### src/rtl/mul_seq_ctrl_pkg.sv
// ------------------------------------------------------------------
// mul_seq_ctrl_pkg: ALU commands, status bit indices, sequencer states
// Rev 1.0
// ------------------------------------------------------------------
`default_nettype none

package mul_seq_ctrl_pkg;

   localparam logic [3:0] ALU_NOP = 4'b0000;
   localparam logic [3:0] ALU_MOV = 4'b0001;
   localparam logic [3:0] ALU_ADD = 4'b0010;
   localparam logic [3:0] ALU_SUB = 4'b0100;
   localparam logic [3:0] ALU_AND = 4'b0110;
   localparam logic [3:0] ALU_ORR = 4'b0111;
   localparam logic [3:0] ALU_EOR = 4'b1000;

   // Status word layout {z,c,n,v}
   localparam int unsigned SR_Z = 3;
   localparam int unsigned SR_C = 2;
   localparam int unsigned SR_N = 1;
   localparam int unsigned SR_V = 0;

   typedef enum logic [1:0] {
      ST_IDLE = 2'd0,
      ST_RUN  = 2'd1,
      ST_DONE = 2'd2
   } mul_state_t;

endpackage

`default_nettype wire

### src/rtl/mul_seq_ctrl.sv
// ------------------------------------------------------------------
// mul_seq_ctrl: 32-step shift-and-add MUL sequencer borrowing the shared ALU.
// Optional build macro: MUL_EARLY_EXIT_EN (exit once the multiplier is exhausted). Rev 1.0
// ------------------------------------------------------------------
`default_nettype none

module mul_seq_ctrl
   import mul_seq_ctrl_pkg::*;
(
   input  logic        clk,
   input  logic        rst,
   input  logic        start,
   input  logic [31:0] rm,
   input  logic [31:0] rs,
   input  logic        s_bit,
   input  logic [3:0]  sr_in,
   input  logic [31:0] alu_result,
   output logic        alu_own,
   output logic [3:0]  alu_cmd,
   output logic [31:0] alu_val_1,
   output logic [31:0] alu_val_2,
   output logic        busy,
   output logic        done,
   output logic [31:0] result,
   output logic        sr_we,
   output logic [3:0]  sr_out
);

   mul_state_t  state, state_nxt;
   logic [31:0] acc;
   logic [31:0] mcand;
   logic [31:0] mplier;
   logic [31:0] res_q;
   logic [4:0]  cnt;
   logic        s_lat;
   logic        c_lat;
   logic        v_lat;
   logic        last_step;

`ifdef MUL_EARLY_EXIT_EN
   // mplier[31:1] is what remains after this step's shift
   assign last_step = (cnt == 5'd31) || (mplier[31:1] == 31'd0);
`else
   assign last_step = (cnt == 5'd31);
`endif

   assign result = res_q;

   always_comb begin
      state_nxt = state;
      alu_own   = 1'b0;
      alu_cmd   = ALU_NOP;
      alu_val_1 = 32'd0;
      alu_val_2 = 32'd0;
      busy      = 1'b0;
      done      = 1'b0;
      sr_we     = 1'b0;
      sr_out    = 4'd0;
      case (state)
         ST_IDLE: begin
            busy = start;
            if (start) state_nxt = ST_RUN;
         end
         ST_RUN: begin
            alu_own   = 1'b1;
            alu_cmd   = ALU_ADD;
            alu_val_1 = acc;
            alu_val_2 = mplier[0] ? mcand : 32'd0;
            busy      = 1'b1;
            if (last_step) state_nxt = ST_DONE;
         end
         ST_DONE: begin
            done         = 1'b1;
            sr_we        = s_lat;
            sr_out[SR_Z] = (res_q == 32'd0);
            sr_out[SR_C] = c_lat;
            sr_out[SR_N] = res_q[31];
            sr_out[SR_V] = v_lat;
            state_nxt    = ST_IDLE;
         end
         default: state_nxt = ST_IDLE;
      endcase
   end

   always_ff @(posedge clk) begin
      if (rst) begin
         state  <= ST_IDLE;
         acc    <= 32'd0;
         mcand  <= 32'd0;
         mplier <= 32'd0;
         res_q  <= 32'd0;
         cnt    <= 5'd0;
         s_lat  <= 1'b0;
         c_lat  <= 1'b0;
         v_lat  <= 1'b0;
      end else begin
         state <= state_nxt;
         case (state)
            ST_IDLE: begin
               if (start) begin
                  acc    <= 32'd0;
                  mcand  <= rm;
                  mplier <= rs;
                  cnt    <= 5'd0;
                  s_lat  <= s_bit;
                  c_lat  <= sr_in[SR_C];
                  v_lat  <= sr_in[SR_V];
               end
            end
            ST_RUN: begin
               acc    <= alu_result;
               mcand  <= mcand << 1;
               mplier <= mplier >> 1;
               cnt    <= cnt + 5'd1;
               // Capture the final sum directly so result is valid during DONE
               if (last_step) res_q <= alu_result;
            end
            default: ;
         endcase
      end
   end

endmodule

`default_nettype wire
### config.mk
export PLATFORM = sky130hd
export DESIGN_NAME = mul_seq_ctrl
export DESIGN_NICKNAME = d
export VERILOG_FILES = /design/src/rtl/mul_seq_ctrl_pkg.sv /design/src/rtl/mul_seq_ctrl.sv
export SDC_FILE = /design/constraint.sdc
export NUM_CORES = 1
export LEC_CHECK = 0
export BUFFER_PORTS_ARGS = -buffer_cell sky130_fd_sc_hd__buf_2
export CAP_MARGIN = 0
export CORE_UTILIZATION = 45
export DETAILED_ROUTE_END_ITERATION = 10
export GPL_ROUTABILITY_DRIVEN = 1
export PLACE_DENSITY = 0.77
export SYNTH_ARGS = -nofsm -noshare
export SYNTH_HDL_FRONTEND = slang
export SYNTH_SLANG_ARGS = --single-unit
### constraint.sdc
create_clock -name clk -period 3.9 [get_ports clk]
set_input_delay 0.39 -clock clk [delete_from_list [all_inputs] [get_ports clk]]
set_output_delay 0.39 -clock clk [all_outputs]
set_load 0.05 [all_outputs]
==> impl_metrics.ini, run 1 <==
[run_status]
outcome = finished, final reports clean

[grt]
grt_max_degree = 103
first_global_vias = 5009
groute.usage.overall = 0.229
grt.overflow.total = 0
grt_pass1_wl_microns = 24300
antenna_found_initial = 0

[layout]
syn2layout_area_growth_pct = 27.9
drive_gt1_frac = 0.276
fin_nets = 1019
final_cell_area_sq_mm = 0.00754
diodes = 0

[critical_path]
r2r_slack_ns = 1.87
worstSetupStartpointType = flop
cpLargestDelayFamily = buffers and inverters
timing.rr.start = state[1]$_SDFFE_PP0P_
crit_type = flop to output pin
worst_setup_path_end_kind = output pin
crit_buf_inv = 3
max_stage_delay_ns = 0.60
critical_path_arrival_ns = 2.52
reg2reg_depth = 5
critPathSlowestCell = clkinv_2
crit_chain = nand2b_4 > clkinv_2 > buf_4 > and2_1 > buf_2
path_max_fanout = 68
required_ns = 3.51
r2r_end = acc[21]$_SDFFE_PP0P_

[timing]
worstMarginPinSlew_ns = 1.06
finalMaxSlewViolations = 0
final_hold_viol_count = 0
min_period_ns = 2.91
rsz0062_at_grt = no
fmax_mhz = 344
slew_headroom = 0.292
fin_crit_sh = 0.745
tns_ns = 0
skew_ns = 0.00711
finalSetupViolCount = 0

[drt]
drt-vias-per-instance = 5.24
wl_microns = 15400
vias = 5756
avgRoutedWirePerCell_microns = 14.0
ant_nets = 0
first_iter_violations = 443
drt_pass1_iterations = 5
route.detailed.drc = 0

[power_and_ir_drop]
p_leak_nw = 3.42
swShare = 0.246
internal_power_mw = 2.81
vdd_ir_drop_max_uv = 323
p_comb_frac = 0.100
p_sw_mw = 0.916
seqPwrFrac = 0.411
p_clk_frac = 0.488
power_density_mw_per_mm2 = 494

[logic_synthesis]
synth_cells = 747
synth.avg_cell_area_sq_um = 7.90
synth_edf_count = 0
synthMostInstantiatedCell = nand2_1
ys_seq_elements = 138
synth_top_area_frac = 0.468
synth_area_leaders = dfxtp_1 (47%), nand2_1 (13%), a21oi_1 (8.7%)
async_flop_share = 0
netlist_area_sq_mm = 0.00590
ys_seq_area_frac = 0.468
synth_flop_cell = dfxtp_1
synth-simple-area-share = 0.277
yosys.area.top_type = dfxtp_1
yosys_warnings = 0
synth_top_family_by_area = simple AND/OR/NAND/NOR gates
synthXorXnorAreaFrac = 0
synth.mux.area_fraction = 0.00170
synth_fa_ha_area_frac = 0.00424
synth.distinct_cells = 33
synth_compound_area_frac = 0.180
yosys-top-cells-count = nand2_1 (201), dfxtp_1 (138), a21oi_1 (103)

[min_path]
min_to = v_lat$_SDFFE_PP0P_
hold_depth = 3
hold_path_class = primary input to flop
hp-start = sr_in[0]

[cts]
cts_tree = built
cts_setup_buffers = 0
cts_buffers = 17
clkLatencyLatePin_ns = 0.42
clock_sinks = 138
clk_pin_slew_worst_paths_ns = 0.06
holdBufCountCts = 0
cts_root_buf = clkbuf_16
cts_resized = 0
htreeDepth = 4
clockBufferDepth = 2

[floorplanning]
die_h_microns = 117
initial_utilization = 0.464
core_sq_mm = 0.0127
num_rows = 41
fp.dieW_microns = 117
io_pins = 212
dieArea_sq_mm = 0.0136

[placement]
numPortBuffers = 206
routabilityCongestion = 0.801
place_area_sq_mm = 0.00687
dp_hpwl_microns = 9650

[run]
cap_viol_max_count = 0
per-layer routing:
| layer | vias up | track usage | routed length [microns] |
|---|---|---|---|
| li1 | 2886 | - | - |
| met1 | 2645 | 0.292 | 6730 |
| met2 | 202 | 0.357 | 7170 |
| met3 | 23 | 0.0716 | 1140 |
| met4 | 0 | 0.0949 | 320 |
| met5 | - | 0 | 0 |
through the flow:
stage,hold WS [ns],utilization,std cells,power (mW),setup WS (ns)
3_3_place_gp,0.437,0.540,1066,1.93,1.44
3_5_place_dp,0.443,0.540,1066,1.94,1.43
5_1_grt,0.209,0.593,1098,3.87,0.769
6_report,0.206,0.593,1098,3.73,0.994
2_1_floorplan,0.432,-,749,1.83,1.06
4_1_cts,0.193,0.593,1098,3.75,0.983
sequential cells by signal (all words and copies together) (netlist names):
name	cells
cnt	5
v_lat	1
result	32
mcand	32
c_lat	1
s_lat	1
state	2
acc	32
mplier	32
worst register-to-register path, delay by kind of cell, from the launching register on:
family | cells | cell delay [ns]
compound gates | 1 | 0.06
simple gates | 2 | 0.28
buf+inv | 2 | 1.08
flops | 1 | 0.44
cells by family after synthesis:
logic type	count (synthesis)
buffers and inverters	75
multiplexers	1
other	1
AND/OR/NAND/NOR	360
flip-flops	138
AO/OA/AOI/OAI	170
adder cells (fa/ha/maj)	2
area by class of cell:
cell class	count	area (sq um)
fillers	1227	5180
flip-flops and latches	138	2760
multi-input cells	536	2750
repair buffers	218	1140
clock buffers	17	425
clock inverters	15	248
well taps	172	215
inverters	2	8.76
worst max-delay path by stage:
stage               cells after the start             to                   from
floorplan                               3      sr_out[3]  state[1]$_SDFFE_PP0P_
global placement                        5  alu_val_1[23]  state[1]$_SDFFE_PP0P_
detailed placement                      5  alu_val_1[30]  state[1]$_SDFFE_PP0P_
CTS                                     5  alu_val_1[30]  state[1]$_SDFFE_PP0P_
global route                            5  alu_val_1[30]  state[1]$_SDFFE_PP0P_
finish                                  5  alu_val_1[30]  state[1]$_SDFFE_PP0P_
power groups by stage:
| stage | sequential, mW | clock (mW) | combinational (mW) |
|---|---|---|---|
| 2_1_floorplan | 1.54 | 0 | 0.288 |
| 3_3_place_gp | 1.56 | 0 | 0.372 |
| 3_5_place_dp | 1.56 | 0 | 0.375 |
| 4_1_cts | 1.53 | 1.84 | 0.376 |
| 5_1_grt | 1.55 | 1.91 | 0.417 |
| 6_report | 1.53 | 1.82 | 0.374 |
layout by cell type, fill, tap and decap left out, types with 6 or more instances in the layout:
cell and count:
a311oi_1 31, nor4_1 8, nor2_1 33, nand2_1 201
bufinv_16 6, dfxtp_1 138, nand3_1 39, and2_1 36
and3_1 33, a22oi_1 31, buf_2 205, buf_4 12
a21oi_1 103, clkbuf_16 17
(Power assumes the default switching activity.)
==> run 2, diff against run 1 <==
Clock period 3.9 ns to 2.85 ns, I/O delays scaled along.
==> run 2 against run 1 <==
Utilization increased by 0.098 points. Die area stayed put. Sequential share of layout area decreased by 0.061 points. Global-route usage is 0.21 points lower. Power grew 37%. Critical path type unchanged. Largest power group unchanged. Highest routed layer unchanged.
==> impl_metrics.ini, run 2 (same netlist as run 1, synthesis figures left out) <==
[timing]
fin_crit_sh = 0.812
hold_slack_ns = 0.115
min_period_ns = 2.31
fin_ws_ns = 0.535
slew_headroom = 0.337
worstMarginPinSlew_ns = 0.995
tns_ns = 0
finalMaxSlewViolations = 0
finalSetupViolCount = 0
fmax_mhz = 432
skew_ns = 0.0104
rsz0062_at_grt = no
final_hold_viol_count = 0

[grt]
grt_pass1_wl_microns = 24200
groute.usage.overall = 0.227
antenna_found_initial = 2
grt_max_degree = 102
grt.overflow.total = 0
first_global_vias = 5042

[cts]
htreeDepth = 4
cts_buffers = 17
holdBufCountCts = 0
cts_setup_buffers = 0
cts_tree = built
clk_pin_slew_worst_paths_ns = 0.06
cts_resized = 0
clockBufferDepth = 2
cts_root_buf = clkbuf_16
clkLatencyLatePin_ns = 0.41
clock_sinks = 138

[min_path]
hold_path_class = primary input to flop

[drt]
wl_microns = 15200
ant_nets = 0
vias = 5746
avgRoutedWirePerCell_microns = 13.8
drt_pass1_iterations = 5
first_iter_violations = 411
drt-vias-per-instance = 5.23
route.detailed.drc = 0

[placement]
place_area_sq_mm = 0.00688
post-place-ws_ns = 0.951
numPortBuffers = 206
dp_hpwl_microns = 9630
routabilityCongestion = 0.835

[floorplanning]
die_h_microns = 117
initial_utilization = 0.464
num_rows = 41
io_pins = 212
dieArea_sq_mm = 0.0136
fp.dieW_microns = 117
core_sq_mm = 0.0127

[critical_path]
worst_setup_path_end_kind = output pin
required_ns = 2.57
crit_type = flop to output pin
worstSetupStartpointType = flop
path_max_fanout = 7
critical_path_arrival_ns = 2.03

[power_and_ir_drop]
p_leak_nw = 3.42
finalPower_mw = 5.10
power_density_mw_per_mm2 = 675
vdd_ir_drop_max_uv = 358

[layout]
fillers = 1215
final_cell_mix = buf_2 (205), nand2_1 (201), dfxtp_1 (138)
drive_gt1_frac = 0.275
layout_commonest_cell = buf_2
final_cell_area_sq_mm = 0.00756
syn2layout_area_growth_pct = 28.1
fin_nets = 1018

[run]
cap_viol_max_count = 0

[run_status]
outcome = finished, final reports clean
[run 2: cell count changes in the layout (fill, tap and decap cells not counted), sizes merged]
cell,previous run,this run
clkbuf,17,20
diode,0,2
buf,218,217
clkinv,6,5
clkinvlp,3,2
inv,2,1
[run 2: area by class of cell]
class,instances,area [sq um],share of cell area
Antenna cell,2,5.00,0.000662
Clock buffer,20,457,0.0604
Clock inverter,12,219,0.0290
Inverter,2,8.76,0.00116
Multi-Input combinational cell,536,2750,0.364
Sequential cell,138,2760,0.366
Tap cell,172,215,0.0285
Timing Repair Buffer,217,1140,0.151
[run 2: final timing paths]
kind                              start                      to  slack [ns]  cells after the start
setup reg to reg  state[1]$_SDFFE_PP0P_  mplier[4]$_SDFFE_PP0P_        0.94                      4
hold / removal                 sr_in[0]      v_lat$_SDFFE_PP0P_        0.11                      3
hold reg to reg      v_lat$_SDFFE_PP0P_      v_lat$_SDFFE_PP0P_        0.45                      2
setup / recovery  state[1]$_SDFFE_PP0P_               sr_out[3]        0.54                      4
[run 2: report_power, final]
group | switching [mW] | internal [mW]
registers | 0.0675 | 2.03
logic | 0.336 | 0.176
clock network | 0.808 | 1.68
total | 1.21 | 3.89
[run 2: through the flow]
step	std cells	utilization
2_1_floorplan	749	-
3_3_place_gp	1065	0.541
3_5_place_dp	1065	0.541
4_1_cts	1097	0.594
5_1_grt	1098	0.594
6_report	1099	0.594
[run 2: critical path: stages, from the launching register on]
cell and delay (ns):
dfxtp_1 0.45, nor2b_1 0.55, nand2_1 0.10, nor3_1 0.22, buf_2 0.30
[run 2: per-layer routing]
metal  wire, microns  GRT usage  vias up  part of all wire
met3             946     0.0602       29             0.062
met1            6740      0.289     2653              0.44
met4             352      0.114        0             0.023
li1                -          -     2892                 -
met5               0          0        -                 0
met2            7180      0.353      172              0.47
==> run 3, diff against run 2 <==
Clock period 2.85 ns to 2.2 ns, I/O delays scaled along.
==> run 3 against run 2 <==
Register-to-register slack worse by 0.48 ns. Sequential cell count stayed put. Final area hardly changed. Power is 23% higher. Setup slack worse by 0.45 ns. Highest routed layer unchanged. Die area stayed put. Combinational power is 34% higher. Critical path depth stayed put. First-iteration DRC count is 13% higher. Sequential share of layout area hardly changed.
==> impl_metrics.ini, run 3 (same netlist as run 1, synthesis figures left out) <==
[run_status]
outcome = finished, final reports clean

[critical_path]
critical_path_arrival_ns = 1.89
required_ns = 1.98
timing.rr.start = cnt[0]$_SDFFE_PP0P_
path_max_fanout = 3
worstSetupStartpoint = result[8]$_SDFFE_PP0P_
worstSetupStartpointType = flop
reg2reg_depth = 7
r2r_end = result[3]$_SDFFE_PP0P_
crit_type = flop to output pin
endpoint = sr_out[3]
r2r_slack_ns = 0.46
worst_setup_path_end_kind = output pin

[layout]
fin_nets = 1021
final_cell_area_sq_mm = 0.00755
fillers = 1196
fin_util = 0.594
layout_commonest_cell = buf_2
final_cell_mix = buf_2 (205), nand2_1 (201), dfxtp_1 (136)
syn2layout_area_growth_pct = 28.1
drive_gt1_frac = 0.278
diodes = 0
final_cells = 1100

[cts]
cts_buffers = 17
clk_pin_slew_worst_paths_ns = 0.06
cts_setup_buffers = 0
clock_sinks = 138
holdBufCountCts = 0
clockBufferDepth = 2
htreeDepth = 4
cts_resized = 0
cts_tree = built
clkLatencyLatePin_ns = 0.41
cts_root_buf = clkbuf_16

[placement]
post-place-ws_ns = 0.480
numPortBuffers = 206
place_area_sq_mm = 0.00696
routabilityCongestion = 0.794
dp_hpwl_microns = 9780
dp.cells = 1068

[floorplanning]
fp.dieW_microns = 117
die_h_microns = 117
num_rows = 41
dieArea_sq_mm = 0.0136
io_pins = 212
core_sq_mm = 0.0127
initial_utilization = 0.464

[drt]
ant_nets = 0
avgRoutedWirePerCell_microns = 14.0
vias = 5709
drt_pass1_iterations = 5
route.detailed.drc = 0
wl_microns = 15400
first_iter_violations = 466
drt-vias-per-instance = 5.19

[timing]
slew_headroom = 0.634
min_period_ns = 2.11
final_hold_viol_count = 0
tns_ns = 0
rsz0062_at_grt = no
fin_crit_sh = 0.961
skew_ns = 0.00696
finalSetupViolCount = 0
worstMarginPinSlew_ns = 0.550
finalMaxSlewViolations = 0
hold_slack_ns = 0.0403
fmax_mhz = 473
fin_ws_ns = 0.0867

[run]
cap_viol_max_count = 0

[grt]
grt_pass1_wl_microns = 23800
antenna_found_initial = 0
grt_max_degree = 102
groute.usage.overall = 0.225
first_global_vias = 4986
grt.overflow.total = 0

[min_path]
hold_path_class = primary input to flop

[power_and_ir_drop]
vdd_ir_drop_max_uv = 451
p_leak_nw = 3.42
power_density_mw_per_mm2 = 828
finalPower_mw = 6.26
[run 3: area by class of cell]
cell class	count	area, sq um	share of cell area
Multi-Input combinational cell	536	2760	0.366
Inverter	2	8.76	0.00116
Clock buffer	24	472	0.0624
Sequential cell	138	2770	0.366
Timing Repair Buffer	220	1210	0.161
Clock inverter	8	118	0.0156
Tap cell	172	215	0.0285
[run 3: where the power goes]
group          leakage [nW]  total [mW]  switching [mW]  internal, mW
Combinational          2.01       0.687           0.441         0.246
Sequential             1.13        2.72          0.0863          2.63
Clock                 0.288        2.85            1.02          1.83
Total                  3.42        6.26            1.54          4.72
[run 3: routing by layer]
metal | wire (microns) | GRT usage | vias to the layer above
met5 | 0 | 0 | -
met4 | 267 | 0.0949 | 0
met3 | 992 | 0.0607 | 21
met2 | 7310 | 0.359 | 181
met1 | 6800 | 0.286 | 2621
li1 | - | - | 2886
[run 3: worst min-delay path by stage]
stage | start | cells past startpoint | slack (ns) | end
after floorplan | sr_in[2] | 2 | 0.36 | c_lat$_SDFFE_PP0P_
after global placement | v_lat$_SDFFE_PP0P_ | 2 | 0.44 | v_lat$_SDFFE_PP0P_
after detailed placement | c_lat$_SDFFE_PP0P_ | 2 | 0.44 | c_lat$_SDFFE_PP0P_
after CTS | s_bit | 3 | 0.02 | s_lat$_SDFFE_PP0P_
after global routing | sr_in[2] | 3 | 0.04 | c_lat$_SDFFE_PP0P_
final | s_bit | 3 | 0.04 | s_lat$_SDFFE_PP0P_
[run 3: critical path: stages, from the launching register on]
cell and delay (ns):
dfxtp_1 0.32, nor4_1 0.45, nand4_1 0.20, nor3_2 0.22
buf_2 0.29
